--- src/rtl/nv_nvdla_csc_issue_pkg.sv ---
// Shared types and constants for the CSC-to-CMAC issue sequencer.
package nv_nvdla_csc_issue_pkg;

  typedef enum logic [1:0] {
    ST_IDLE = 2'd0,
    ST_WT   = 2'd1,
    ST_DAT  = 2'd2,
    ST_DONE = 2'd3
  } issue_state_e;

  localparam int unsigned PD_W          = 9;
  localparam int unsigned PD_STRIPE_ST  = 0;
  localparam int unsigned PD_STRIPE_END = 1;
  localparam int unsigned PD_LAYER_END  = 2;
  localparam int unsigned PD_WT_FIRST   = 3;
  localparam int unsigned PD_STRIPE_LSB = 4;
  localparam int unsigned PD_STRIPE_W   = 5;

endpackage

--- src/rtl/nv_nvdla_csc_mac_issue_ctrl_if.sv ---
// Upstream pop handshake plus the registered weight/data bus toward CMAC.
interface nv_nvdla_csc_mac_issue_ctrl_if
  import nv_nvdla_csc_issue_pkg::*;
#(
  parameter int unsigned ATOMK_HF = 8
);
  logic                wt_in_vld;
  logic                wt_in_pop;
  logic                dat_in_vld;
  logic                dat_in_pop;
  logic                sc2mac_wt_pvld;
  logic [ATOMK_HF-1:0] sc2mac_wt_sel;
  logic                sc2mac_dat_pvld;
  logic [PD_W-1:0]     sc2mac_dat_pd;

  // master: the issue sequencer; slave: upstream sources and CMAC side
  modport master (
    input  wt_in_vld, dat_in_vld,
    output wt_in_pop, dat_in_pop,
    output sc2mac_wt_pvld, sc2mac_wt_sel, sc2mac_dat_pvld, sc2mac_dat_pd
  );

  modport slave (
    output wt_in_vld, dat_in_vld,
    input  wt_in_pop, dat_in_pop,
    input  sc2mac_wt_pvld, sc2mac_wt_sel, sc2mac_dat_pvld, sc2mac_dat_pd
  );
endinterface

--- src/rtl/nv_nvdla_csc_issue_cnt.sv ---
// Wrap counter: counts 0..last_val on inc, returns to 0 after last_val or on clr.
module nv_nvdla_csc_issue_cnt #(
  parameter int unsigned W = 3
) (
  input  logic         clk,
  input  logic         rst_n,
  input  logic         clr,
  input  logic         inc,
  input  logic [W-1:0] last_val,
  output logic [W-1:0] cnt,
  output logic         is_last
);
  logic [W-1:0] cnt_q;
  logic [W-1:0] cnt_d;

  assign cnt     = cnt_q;
  assign is_last = (cnt_q == last_val);

  always_comb begin
    cnt_d = cnt_q;
    if (clr) begin
      cnt_d = '0;
    end else if (inc) begin
      cnt_d = is_last ? '0 : cnt_q + W'(1);
    end
  end

  always_ff @(posedge clk or negedge rst_n) begin
    if (!rst_n) begin
      cnt_q <= '0;
    end else begin
      cnt_q <= cnt_d;
    end
  end
endmodule

--- src/rtl/nv_nvdla_csc_mac_issue_ctrl.sv ---
// Stripe-level sequencer: loads weight kernels, then streams data atoms per stripe toward CMAC.
module nv_nvdla_csc_mac_issue_ctrl
  import nv_nvdla_csc_issue_pkg::*;
#(
  parameter int unsigned ATOMK_HF = 8,
  parameter int unsigned KW       = 3,
  parameter int unsigned LW       = 7,
  parameter int unsigned SW       = 13
) (
  input  logic          nvdla_core_clk,
  input  logic          nvdla_core_rstn,
  input  logic          op_start,
  input  logic [KW-1:0] cfg_kernels_m1,
  input  logic [LW-1:0] cfg_stripe_len_m1,
  input  logic [SW-1:0] cfg_stripes_m1,
  input  logic          cfg_wt_reuse,
  output logic          op_busy,
  output logic          op_done,
  nv_nvdla_csc_mac_issue_ctrl_if.master bus
);
  issue_state_e        state_q, state_d;
  logic [KW-1:0]       kern_m1_q, kern_m1_d;
  logic [LW-1:0]       len_m1_q, len_m1_d;
  logic [SW-1:0]       stripes_m1_q, stripes_m1_d;
  logic                reuse_q, reuse_d;
  logic                wt_first_q, wt_first_d;
  logic                busy_q, busy_d;
  logic                done_q, done_d;
  logic                wt_pvld_q, wt_pvld_d;
  logic [ATOMK_HF-1:0] sel_q, sel_d;
  logic                dat_pvld_q, dat_pvld_d;
  logic [PD_W-1:0]     pd_q, pd_d;

  logic          wt_pop, dat_pop, cnt_clr, s_inc;
  logic [KW-1:0] k_cnt;
  logic [LW-1:0] a_cnt;
  logic [SW-1:0] s_cnt;
  logic          k_last, a_last, s_last;

  nv_nvdla_csc_issue_cnt #(.W(KW)) u_k_cnt (
    .clk(nvdla_core_clk), .rst_n(nvdla_core_rstn), .clr(cnt_clr), .inc(wt_pop),
    .last_val(kern_m1_q), .cnt(k_cnt), .is_last(k_last)
  );

  nv_nvdla_csc_issue_cnt #(.W(LW)) u_a_cnt (
    .clk(nvdla_core_clk), .rst_n(nvdla_core_rstn), .clr(cnt_clr), .inc(dat_pop),
    .last_val(len_m1_q), .cnt(a_cnt), .is_last(a_last)
  );

  nv_nvdla_csc_issue_cnt #(.W(SW)) u_s_cnt (
    .clk(nvdla_core_clk), .rst_n(nvdla_core_rstn), .clr(cnt_clr), .inc(s_inc),
    .last_val(stripes_m1_q), .cnt(s_cnt), .is_last(s_last)
  );

  assign s_inc          = dat_pop & a_last;
  assign bus.wt_in_pop  = wt_pop;
  assign bus.dat_in_pop = dat_pop;

  // Next-state, pops and output-stage inputs
  always_comb begin
    state_d      = state_q;
    kern_m1_d    = kern_m1_q;
    len_m1_d     = len_m1_q;
    stripes_m1_d = stripes_m1_q;
    reuse_d      = reuse_q;
    wt_first_d   = wt_first_q;
    wt_pop       = 1'b0;
    dat_pop      = 1'b0;
    cnt_clr      = 1'b0;
    sel_d        = sel_q;
    pd_d         = pd_q;

    case (state_q)
      ST_IDLE: begin
        if (op_start) begin
          state_d      = ST_WT;
          kern_m1_d    = cfg_kernels_m1;
          len_m1_d     = cfg_stripe_len_m1;
          stripes_m1_d = cfg_stripes_m1;
          reuse_d      = cfg_wt_reuse;
          wt_first_d   = 1'b0;
          cnt_clr      = 1'b1;
        end
      end
      ST_WT: begin
        wt_pop = bus.wt_in_vld;
        if (wt_pop && k_last) begin
          state_d    = ST_DAT;
          wt_first_d = 1'b1;
        end
      end
      ST_DAT: begin
        dat_pop = bus.dat_in_vld;
        if (dat_pop) begin
          wt_first_d = 1'b0;
          if (a_last) begin
            if (s_last)       state_d = ST_DONE;
            else if (reuse_q) state_d = ST_DAT;
            else              state_d = ST_WT;
          end
        end
      end
      ST_DONE: state_d = ST_IDLE;
      default: state_d = ST_IDLE;
    endcase

    // sel/pd hold their last value across bubbles
    wt_pvld_d  = wt_pop;
    dat_pvld_d = dat_pop;
    if (wt_pop) begin
      sel_d = ATOMK_HF'(1) << k_cnt;
    end
    if (dat_pop) begin
      pd_d[PD_STRIPE_ST]                    = (a_cnt == '0);
      pd_d[PD_STRIPE_END]                   = a_last;
      pd_d[PD_LAYER_END]                    = a_last & s_last;
      pd_d[PD_WT_FIRST]                     = wt_first_q;
      pd_d[PD_STRIPE_LSB +: PD_STRIPE_W]    = PD_STRIPE_W'(s_cnt);
    end

    busy_d = (state_d != ST_IDLE);
    done_d = (state_d == ST_DONE);
  end

  always_ff @(posedge nvdla_core_clk or negedge nvdla_core_rstn) begin
    if (!nvdla_core_rstn) begin
      state_q      <= ST_IDLE;
      kern_m1_q    <= '0;
      len_m1_q     <= '0;
      stripes_m1_q <= '0;
      reuse_q      <= 1'b0;
      wt_first_q   <= 1'b0;
      busy_q       <= 1'b0;
      done_q       <= 1'b0;
      wt_pvld_q    <= 1'b0;
      sel_q        <= '0;
      dat_pvld_q   <= 1'b0;
      pd_q         <= '0;
    end else begin
      state_q      <= state_d;
      kern_m1_q    <= kern_m1_d;
      len_m1_q     <= len_m1_d;
      stripes_m1_q <= stripes_m1_d;
      reuse_q      <= reuse_d;
      wt_first_q   <= wt_first_d;
      busy_q       <= busy_d;
      done_q       <= done_d;
      wt_pvld_q    <= wt_pvld_d;
      sel_q        <= sel_d;
      dat_pvld_q   <= dat_pvld_d;
      pd_q         <= pd_d;
    end
  end

  assign op_busy             = busy_q;
  assign op_done             = done_q;
  assign bus.sc2mac_wt_pvld  = wt_pvld_q;
  assign bus.sc2mac_wt_sel   = sel_q;
  assign bus.sc2mac_dat_pvld = dat_pvld_q;
  assign bus.sc2mac_dat_pd   = pd_q;
endmodule

--- src/flat_wrapper.sv ---
// flat-port wrapper written by rule: the top's interface ports become plain ports
module nv_nvdla_csc_mac_issue_ctrl_flat import nv_nvdla_csc_issue_pkg::*;
#(
  parameter int unsigned ATOMK_HF = 8,
  parameter int unsigned KW       = 3,
  parameter int unsigned LW       = 7,
  parameter int unsigned SW       = 13
)
  (nvdla_core_clk, nvdla_core_rstn, op_start, cfg_kernels_m1, cfg_stripe_len_m1, cfg_stripes_m1, cfg_wt_reuse, op_busy, op_done, bus_wt_in_vld, bus_dat_in_vld, bus_wt_in_pop, bus_dat_in_pop, bus_sc2mac_wt_pvld, bus_sc2mac_wt_sel, bus_sc2mac_dat_pvld, bus_sc2mac_dat_pd);
  nv_nvdla_csc_mac_issue_ctrl_if #(.ATOMK_HF(ATOMK_HF)) bus_i ();
  input  logic nvdla_core_clk;
  input  logic nvdla_core_rstn;
  input  logic op_start;
  input  logic [KW-1:0] cfg_kernels_m1;
  input  logic [LW-1:0] cfg_stripe_len_m1;
  input  logic [SW-1:0] cfg_stripes_m1;
  input  logic cfg_wt_reuse;
  output logic op_busy;
  output logic op_done;
  input wire logic [$bits(bus_i.wt_in_vld)-1:0] bus_wt_in_vld;
  input wire logic [$bits(bus_i.dat_in_vld)-1:0] bus_dat_in_vld;
  output wire logic [$bits(bus_i.wt_in_pop)-1:0] bus_wt_in_pop;
  output wire logic [$bits(bus_i.dat_in_pop)-1:0] bus_dat_in_pop;
  output wire logic [$bits(bus_i.sc2mac_wt_pvld)-1:0] bus_sc2mac_wt_pvld;
  output wire logic [$bits(bus_i.sc2mac_wt_sel)-1:0] bus_sc2mac_wt_sel;
  output wire logic [$bits(bus_i.sc2mac_dat_pvld)-1:0] bus_sc2mac_dat_pvld;
  output wire logic [$bits(bus_i.sc2mac_dat_pd)-1:0] bus_sc2mac_dat_pd;
  assign bus_i.wt_in_vld = bus_wt_in_vld;
  assign bus_i.dat_in_vld = bus_dat_in_vld;
  assign bus_wt_in_pop = bus_i.wt_in_pop;
  assign bus_dat_in_pop = bus_i.dat_in_pop;
  assign bus_sc2mac_wt_pvld = bus_i.sc2mac_wt_pvld;
  assign bus_sc2mac_wt_sel = bus_i.sc2mac_wt_sel;
  assign bus_sc2mac_dat_pvld = bus_i.sc2mac_dat_pvld;
  assign bus_sc2mac_dat_pd = bus_i.sc2mac_dat_pd;
  nv_nvdla_csc_mac_issue_ctrl #(.ATOMK_HF(ATOMK_HF), .KW(KW), .LW(LW), .SW(SW)) u_core (.nvdla_core_clk(nvdla_core_clk), .nvdla_core_rstn(nvdla_core_rstn), .op_start(op_start), .cfg_kernels_m1(cfg_kernels_m1), .cfg_stripe_len_m1(cfg_stripe_len_m1), .cfg_stripes_m1(cfg_stripes_m1), .cfg_wt_reuse(cfg_wt_reuse), .op_busy(op_busy), .op_done(op_done), .bus(bus_i));
endmodule
--- config.mk ---
export PLATFORM = sky130hd
export DESIGN_NAME = nv_nvdla_csc_mac_issue_ctrl_flat
export DESIGN_NICKNAME = d
export VERILOG_FILES = /design/src/rtl/nv_nvdla_csc_issue_pkg.sv /design/src/rtl/nv_nvdla_csc_mac_issue_ctrl_if.sv /design/src/rtl/nv_nvdla_csc_issue_cnt.sv /design/src/rtl/nv_nvdla_csc_mac_issue_ctrl.sv /design/src/flat_wrapper.sv
export SDC_FILE = /design/constraint.sdc
export NUM_CORES = 1
export LEC_CHECK = 0
export ABC_AREA = 1
export ABC_CLOCK_PERIOD_IN_PS = 1500
export CAP_MARGIN = 20
export CELL_PAD_IN_SITES_DETAIL_PLACEMENT = 0
export CELL_PAD_IN_SITES_GLOBAL_PLACEMENT = 1
export CORE_AREA = 2 2 103 105
export DETAILED_ROUTE_END_ITERATION = 6
export DIE_AREA = 0 0 105 107
export GPL_TIMING_DRIVEN = 0
export HOLD_SLACK_MARGIN = 0.1
export PLACE_DENSITY = 0.72
export SETUP_SLACK_MARGIN = 0.4
export SYNTH_ARGS = -nofsm -noshare
export SYNTH_HDL_FRONTEND = slang
export SYNTH_SLANG_ARGS = --single-unit
--- constraint.sdc ---
create_clock -name nvdla_core_clk -period 1.5 [get_ports nvdla_core_clk]
set_input_delay 0.3 -clock nvdla_core_clk [delete_from_list [all_inputs] [get_ports nvdla_core_clk]]
set_output_delay 0.3 -clock nvdla_core_clk [all_outputs]
set_load 0.01 [all_outputs]
==> run summary <==
===============================================================================================
Routed wire length                                                                 10,900 microns
CTS tree                                                                                  built
Peak-usage layer in the global routing report                                              met2
Final hold violations                                                                         0
Largest voltage drop on the vdd net                                                    0.710 mV
DP HPWL                                                                            6320 microns
Standard cell core area                                                            10,100 sq um
Critical Path AT                                                                        1.85 ns
Top Family by Delay on Critical Path                                               simple AND/OR/NAND/NOR gates
Clock input transition at the sequential cells of the worst setup and hold paths        0.09 ns
DRC                                                                                           0
Number of nets in the finished design                                                       635
Post-synthesis instance area                                                         3590 sq um
Nets in the synthesized netlist                                                             493
Min-delay worst type                                                                in -> async
Worst skew pair latency                                                                 0.35 ns
Root Buffer                                                                        sky130_fd_sc_hd__clkbuf_8
Global route total overflow                                                                   0
Actual slew at the worst max-slew pin                                                  0.350 ns
Post-route cell area                                                                 5870 sq um
Synth-to-Final Area Change                                                                63.7%
Maximum number of pins on one net before global-route repair                                 49
Initial core utilization                                                                  35.5%
Placement-stage cell area                                                            4330 sq um
Vert. Die Dim                                                                       107 microns
CP startpoint kind                                                                         flop
Worst-path fanout max                                                                         5
Maximum clock frequency                                                                 621 MHz
Maximum clock path buffer count                                                               2
Worst slack, placed                                                                   -0.574 ns
Failing checks                                                                     setup timing
GRT Resource Usage Total                                                                  19.1%
Crit path time final                                                                    1.61 ns
Category of the critical setup timing path                                           reg -> reg
Ratio of cells with drive above 1 in the final layout                                     44.7%
Leak Pwr                                                                             0.00291 uW
Setup clock skew after layout                                                         0.0107 ns
Antenna diode count                                                                           0
Type of destination of the critical path                                                   flop
Number of antenna violations at the first check in global routing                             0
Cell with the largest stage delay on the worst path                                sky130_fd_sc_hd__dfrtp_2
Routed len/inst                                                                    14.8 microns
Sequential share of the synthesized area                                                  49.5%
Setup slack of the critical path after layout                                         -0.111 ns
Post-synthesis async set-or-reset flop share                                               100%
CP Buf/Inv Count                                                                              4
Slew Limit Fails                                                                              0
GR Util met2                                                                              29.9%
Synthesized area per cell                                                            7.88 sq um
Post-synth EDFFs                                                                              0
Number of global-route vias before repair                                                 3,283
Power per unit of standard cell area                                               1360 nW/um^2
Slowest stage delay, CP                                                                 0.45 ns
Leading register cell type out of synthesis                                        sky130_fd_sc_hd__dfrtp_1
Synth Warn #                                                                                  0
MaxCap Viol Count                                                                             0
Vias                                                                                      3,532
Syn Inst Count                                                                              455
Total power                                                                             8010 uW
Post-route ant nets                                                                           0
Synthesis-stage register bit count                                                           71
Sink Count                                                                                   71
Result of the run                                                                  finished with violations
RSZ-0062 raised after global routing                                                        yes
Iteration-0 DRC count of the detailed router                                                168
Die Width                                                                           105 microns
Count of unique library cells instantiated by Yosys                                          25
Port Buffers                                                                                 51
Count of standard-cell rows                                                                  37
Grt met1 use                                                                              27.3%
Maximum level of the CTS H-tree                                                               3
Routed via count divided by cell count                                                     4.79
Met3 Use GR                                                                               2.74%
First drt pass iteration count                                                                4
Die footprint                                                                      11,200 sq um
Final GP Congestion                                                                       0.828
Final period utilization                                                                   107%
TritonCTS Buffers                                                                             9
Count of pins on the block boundary                                                          52
Worst endpoint required time                                                            1.74 ns
Crit-path cells                                                                    nor2_4, nand2_4, buf_8, nor3_4, inv_2, nand2_4, buf_12, buf_12, o21ai_2
Global-route wire length before repair                                             16,800 microns
Worst relative slew slack                                                                 76.7%
Final Core Density                                                                        58.2%
Final setup fails                                                                            24
===============================================================================================
logic make-up after synthesis:
family | synth area share (%)
simple gates | 28.1
flops | 49.5
buf+inv | 7.43
compound gates | 7.92
xor+xnor | 3.91
fa+ha+maj | 3.14
placed cells by master, fill, tap and decap left out, drive strengths merged, types with 2 or more instances in the layout:
master         instances
dfrtp                 71
clkbuf                21
o22ai                  2
nand2                158
ha                     9
clkdlybuf4s50         26
buf                  102
inv                   55
clkinv                 3
xnor2                  4
nor2                  36
o21ai                 46
a21oi                  2
nand3                 34
xor2                  12
clkinvlp               3
nor3                   9
nand4                  5
synth_stat cells, drive strengths merged, types with 3 or more instances:
library cell	count	area share, %
xor2	12	2.9
nand3	34	4.7
dfrtp	71	50
o21ai	46	7.0
nand4	5	0.87
inv	53	5.5
ha	9	3.1
nand2	158	17
clkbuf	9	0.94
nor3	9	1.6
xnor2	4	0.98
nor2	36	3.9
buf	3	0.94
metrics by stage:
stage | cells | hold WS [ns] | setup TNS, ns
after floorplan | 455 | 0.00441 | 0
after global placement | 642 | 0.463 | -185.89
after detailed placement | 643 | 0.235 | -16.12
after CTS | 703 | 0.382 | -1.70
after global routing | 738 | 0.410 | -3.14
final | 738 | 0.384 | -1.56
sequential cells by signal, summed over array words and instances, names as in the netlist:
| name | flops |
|---|---|
| u_core.bus.sc2mac_wt_pvld | 1 |
| u_core.len_m1_q | 7 |
| u_core.kern_m1_q | 3 |
| u_core.bus.sc2mac_dat_pd | 9 |
| u_core.u_a_cnt.cnt | 7 |
| u_core.u_k_cnt.cnt | 3 |
| u_core.wt_first_q | 1 |
| u_core.u_s_cnt.cnt | 13 |
| u_core.reuse_q | 1 |
| u_core.op_busy | 1 |
| u_core.bus.sc2mac_wt_sel | 8 |
| u_core.state_q | 2 |
| u_core.bus.sc2mac_dat_pvld | 1 |
| u_core.stripes_m1_q | 13 |
| u_core.op_done | 1 |
worst reg2reg max path, cell delays in order (launching register included):
cell and delay [ns]:
sky130_fd_sc_hd__dfrtp_2 0.45, sky130_fd_sc_hd__nor2_4 0.15, sky130_fd_sc_hd__nand2_4 0.07, sky130_fd_sc_hd__buf_8 0.13
sky130_fd_sc_hd__nor3_4 0.22, sky130_fd_sc_hd__inv_2 0.08, sky130_fd_sc_hd__nand2_4 0.11, sky130_fd_sc_hd__buf_12 0.13
sky130_fd_sc_hd__buf_12 0.12, sky130_fd_sc_hd__o21ai_2 0.05
layout make-up:
cell class,instances,area (sq um)
multi-input cells,319,2010
repair inverters,1,16.3
repair buffers,130,1250
plain buffers,12,249
inverters,53,220
flip-flops and latches,71,1780
clock buffers,9,124
fillers,918,4220
clock inverters,7,57.6
well taps,136,170
repair_timing:
item                       4_1_cts  5_1_grt
hold endpoints to repair        23        0
gates resized for setup        246       89
buffers inserted                37       32
gates cloned                     6        3
pin swaps                       25       28
hold buffers                     1        0
setup endpoints to repair       92       92
final timing paths:
path | from | endpoint | slack (ns) | cells after the start
min in group nvdla_core_clk | cfg_kernels_m1[0] | u_core.kern_m1_q[0] | 0.49 | 3
worst min-delay path | nvdla_core_rstn | u_core.bus.sc2mac_wt_sel[2] | 0.38 | 2
worst max register to register | u_core.state_q[0] | u_core.u_s_cnt.cnt[11] | -0.11 | 9
worst max-delay path | u_core.state_q[0] | u_core.u_s_cnt.cnt[11] | -0.11 | 9
max in group asynchronous | nvdla_core_rstn | u_core.u_s_cnt.cnt[1] | 0.54 | 3
worst min register to register | u_core.bus.sc2mac_wt_sel[3] | u_core.bus.sc2mac_wt_sel[3] | 0.50 | 2
routing by layer:
metal / wire [microns] / up-vias
met1: 5030 / 1701
li1: - / 1720
met3: 584 / 15
met4: 157 / 0
met5: 0 / -
met2: 5170 / 96
power by group:
part / total (uW) / leakage, uW / switching [uW] / internal, uW
combinational: 3750 / 0.00190 / 1930 / 1820
sequential: 2820 / 0.000926 / 383 / 2440
clock: 1430 / 0.0000824 / 818 / 616
No activity file was read; power rests on OpenSTA's default activity.
==> RTL change 1, RTL diff (same flow settings) <==
Add an input register stage for `cfg_stripes_m1`; this delays it by one clock. The other inputs are not delayed to match.
--- a/src/rtl/nv_nvdla_csc_mac_issue_ctrl.sv
+++ b/src/rtl/nv_nvdla_csc_mac_issue_ctrl.sv
@@ -18,6 +18,13 @@
   output logic          op_done,
   nv_nvdla_csc_mac_issue_ctrl_if.master bus
 );
+
+  logic [SW-1:0] cfg_stripes_m1_q;
+
+  always_ff @(posedge nvdla_core_clk) begin
+    cfg_stripes_m1_q <= cfg_stripes_m1;
+  end
+
   issue_state_e        state_q, state_d;
   logic [KW-1:0]       kern_m1_q, kern_m1_d;
   logic [LW-1:0]       len_m1_q, len_m1_d;
@@ -76,7 +83,7 @@
           state_d      = ST_WT;
           kern_m1_d    = cfg_kernels_m1;
           len_m1_d     = cfg_stripe_len_m1;
-          stripes_m1_d = cfg_stripes_m1;
+          stripes_m1_d = cfg_stripes_m1_q;
           reuse_d      = cfg_wt_reuse;
           wt_first_d   = 1'b0;
           cnt_clr      = 1'b1;
Check against the original RTL: not equivalent (a bounded check fails within 4 cycles, from zero or initial values and one cycle with nvdla_core_rstn low).
==> RTL change 1 against the unedited design <==
The run still ends with negative setup slack left; critical endpoint unchanged; count of clock-buffer cells in the layout is 2 higher; routed wire length is 3.7% lower; die area stayed put; hold slack worse by 0.016 ns; cell area is 0.60% lower; largest power group unchanged; total power is 6.2% higher; setup slack worse by 0.076 ns; cell count is 0.27% lower; clock power is 47% higher; synthesized cell count is 1.8% higher; utilization is 0.35 points lower; via count is 2.9% lower; sequential cell count is 13 higher; synthesized area is 7.1% higher.
==> RTL change 1: results (changes against the unedited design) <==
status complete, but fails checks (unchanged); violated checks negative setup slack (unchanged); Place WS -0.554 ns (was -0.574 ns); NonClk Buf Share 21.9% (was 25.5%); area occupied by multi-input gates 1880 um^2 (was 2010 um^2); PnR worst setup slack -0.187 ns (was -0.111 ns); Inst Count DP 651 (was 643); DP Area 4590 um^2 (was 4330 um^2); Non-CTS buffers 133 (was 142); dpl hpwl 6380 um (was 6320 um); Post-synth top cells 154 x nand2_1, 71 x dfrtp_1, 49 x inv_1, 38 x o21ai_0, 35 x nand3_1 (was 156 x nand2_1, 71 x dfrtp_1, 49 x inv_1, 40 x o21ai_0); xor/xnor share of the synthesized area 4.10% (was 3.91%); # setup viols final 22 (was 24); adder-cell share of the synthesized area 2.93% (was 3.14%); worst-margin pin slew 0.658 ns (was 0.350 ns); complex-gate fraction of the synthesized area 7.16% (was 7.92%); Final #Nets 633 (was 635); Async SR Flop Fraction 84.5% (was 100%); Pleak 2.83 nW (was 2.91 nW); post-synthesis sequential area ratio 53.0% (was 49.5%); #MultiIn Comb 316 (was 319); layout cell share with drive strength beyond 1 37.2% (was 44.7%); top cells by area, synth dfrtp_1 46%, nand2_1 15%, dfxtp_1 6.8% (was dfrtp_1 50%, nand2_1 16%, o21ai_0 5.6%); Synth cell types 29 (was 25); P_clk 2.10 mW (was 1.43 mW); sequential share of power 36.9% (was 35.2%); first-pass GRT wire length 16900 um (was 16800 um); largest net degree at the start of global routing 41 (was 49); Fin Setup TNS -3.38 ns (was -1.56 ns); Worst Hold Class in2reg (was in2async)
==> RTL change 1: what timing repair did <==
item / in CTS / in global routing
hold buffers: 1 / 0
resized for setup: 181 / 72
setup endpoints to repair: 92 / 95
cloned: 5 / 1
buffers inserted: 50 / 12
pin swaps: 20 / 21
hold endpoints to repair: 31 / 0
==> RTL change 1: critical path, stage by stage, from the launching register on <==
cell and delay [ns]:
dfrtp_1 0.41, nand2_1 0.08, nand2_1 0.07, nor2_2 0.15
nand2_4 0.08, nor3_4 0.22, buf_12 0.14, buf_8 0.11
inv_8 0.04, nand2_8 0.08, buf_8 0.14, o21ai_2 0.05
==> RTL change 1: worst paths after layout <==
| kind | depth (start not counted) | slack (ns) | startpoint | to |
|---|---|---|---|---|
| setup / recovery | 11 | -0.19 | u_core.u_a_cnt.cnt[4]$_DFFE_PN0P_ | u_core.u_s_cnt.cnt[11]$_DFFE_PN0P_ |
| hold / removal | 1 | 0.37 | cfg_stripes_m1[3] | u_core.cfg_stripes_m1_q[3]$_DFF_P_ |
| setup reg to reg | 11 | -0.19 | u_core.u_a_cnt.cnt[4]$_DFFE_PN0P_ | u_core.u_s_cnt.cnt[11]$_DFFE_PN0P_ |
| hold reg to reg | 2 | 0.42 | u_core.cfg_stripes_m1_q[12]$_DFF_P_ | u_core.stripes_m1_q[12]$_DFFE_PN0P_ |
| max in group asynchronous | 3 | 0.59 | nvdla_core_rstn | u_core.stripes_m1_q[7]$_DFFE_PN0P_ |
| min in group asynchronous | 2 | 0.39 | nvdla_core_rstn | u_core.len_m1_q[1]$_DFFE_PN0P_ |
==> RTL change 1: layer usage <==
metal  GRT usage (%)  vias up  routed length (um)
met1            24.1     1621                4570
met2            33.1       67                5330
met5               0        -                   0
li1                -     1727                   -
met3            5.53       16                 439
met4            5.43        0                 199
==> RTL change 2, RTL diff (config.mk and constraints unchanged) <==
Made on the original files. Change the package constant `PD_W` from 9 to 18.
--- a/src/rtl/nv_nvdla_csc_issue_pkg.sv
+++ b/src/rtl/nv_nvdla_csc_issue_pkg.sv
@@ -8,7 +8,7 @@
     ST_DONE = 2'd3
   } issue_state_e;
 
-  localparam int unsigned PD_W          = 9;
+  localparam int unsigned PD_W          = 18;
   localparam int unsigned PD_STRIPE_ST  = 0;
   localparam int unsigned PD_STRIPE_END = 1;
   localparam int unsigned PD_LAYER_END  = 2;
Interface: changed (resized bus_sc2mac_dat_pd); port bits go from 52 to 61. The function was not compared with the original's and may differ.
==> RTL change 2 against the unedited design <==
The flow still finishes with violations (negative setup slack); setup slack got worse by 0.070 ns; hold slack gained 0.027 ns; sequential share of layout area grew 0.48 points; cell area shrank 1.6%; routed wire length is 1.3% lower; total power decreased by 0.41%; sequential cell count stayed put; first-iteration DRC count rose by 1.8%; synthesized area grew 2.0%; critical endpoint is now u_core.u_s_cnt.cnt[0]$_DFFE_PN0P_; highest routed layer unchanged.
==> RTL change 2: results (changes against the unedited design) <==
RR Endpoint u_core.u_s_cnt.cnt[0]$_DFFE_PN0P_ (was u_core.u_s_cnt.cnt[11]$_DFFE_PN0P_); vias in the first global route 3432 (was 3283); DP Area 4430 um^2 (was 4330 um^2); NetSw 3.14 mW (was 3.13 mW); post-CTS setup buffers 32 (was 37); Layout fillers 971 (was 918); Critical Path Start u_core.u_s_cnt.cnt[8]$_DFFE_PN0P_ (was u_core.state_q[0]$_DFF_PN0_); peak supply drop 0.618 mV (was 0.710 mV); number of synthesized flops with an enable pin 0 (unchanged); largest net degree at the start of global routing 44 (was 49); Logic pwr share 46.6% (was 46.8%); clk_skew 0.00973 ns (was 0.0107 ns); Worst Path Max Fanout 4 (was 5); violated checks negative setup slack (unchanged); layout cell share with drive strength beyond 1 41.7% (was 44.7%); reg2reg start u_core.u_s_cnt.cnt[8]$_DFFE_PN0P_ (was u_core.state_q[0]$_DFF_PN0_); DR pass1 iterations 5 (was 4); Resized cells post-CTS 184 (was 246); # setup viols final 23 (was 24); Final Wtd Congestion 0.833 (was 0.828); CP peak stage delay 0.42 ns (was 0.45 ns); Inst Count DP 661 (was 643); status complete, but fails checks (unchanged); Worst R2R Path Depth 10 (was 9); slowest CP cell dfrtp_1 (was dfrtp_2); met2 Resource Use GR 30.1% (was 29.9%); GR Util met3 4.80% (was 2.74%); Pleak 2.88 nW (was 2.91 nW); CP Data Arrival Time 1.91 ns (was 1.85 ns); Place WS -0.597 ns (was -0.574 ns); dpl hpwl 6550 um (was 6320 um); Syn Area/Cell 7.87 um^2 (was 7.88 um^2); top cells by area, synth dfrtp_1 49%, nand2_1 16%, o21ai_0 5.5% (was dfrtp_1 50%, nand2_1 16%, o21ai_0 5.6%); M1 GR Usage 26.8% (was 27.3%); DRT Wirelength 10800 um (was 10900 um); Worst Hold Class in2async (unchanged); routed vias/inst 4.74 (was 4.79); initial DRC count 171 (was 168); Final #Nets 642 (was 635); top cell family by delay on the critical path simple AND/OR/NAND/NOR gates (unchanged); met3 routed wirelength 620 um (was 584 um); Hold Slack 0.412 ns (was 0.384 ns); met2 wire length 5000 um (was 5170 um); Fin Setup TNS -2.85 ns (was -1.56 ns); Synth cell types 26 (was 25); met1 wire length 4970 um (was 5030 um); gr usage total 19.6% (was 19.1%); PnR worst setup slack -0.181 ns (was -0.111 ns); post-synthesis sequential area ratio 48.6% (was 49.5%); first-pass GRT wire length 17200 um (was 16800 um)
RTL change 2: cell types whose count changed after synthesis:
cell and change:
conb_1 +1, buf_4 +9
RTL change 2: kinds of logic (layout without fill, tap and decap cells):
family / Yosys count / count (layout) / share of synthesized area (%)
simple gates: 243 / 243 / 27.5
buf+inv: 74 / 210 / 9.13
flops: 71 / 71 / 48.6
compound gates: 51 / 51 / 7.76
xor+xnor: 16 / 16 / 3.83
fa+ha+maj: 9 / 9 / 3.08
other cells: 1 / 9 / 0.103
RTL change 2: final cells by class:
cell class	count	area, um^2	area share [%]
repair inverters	1	16.3	0.282
clock inverters	7	53.8	0.931
well taps	136	170	2.94
multi-input cells	328	1970	34.2
plain buffers	21	299	5.18
flip-flops and latches	71	1780	30.8
clock buffers	9	124	2.14
inverters	53	224	3.88
repair buffers	119	1130	19.6
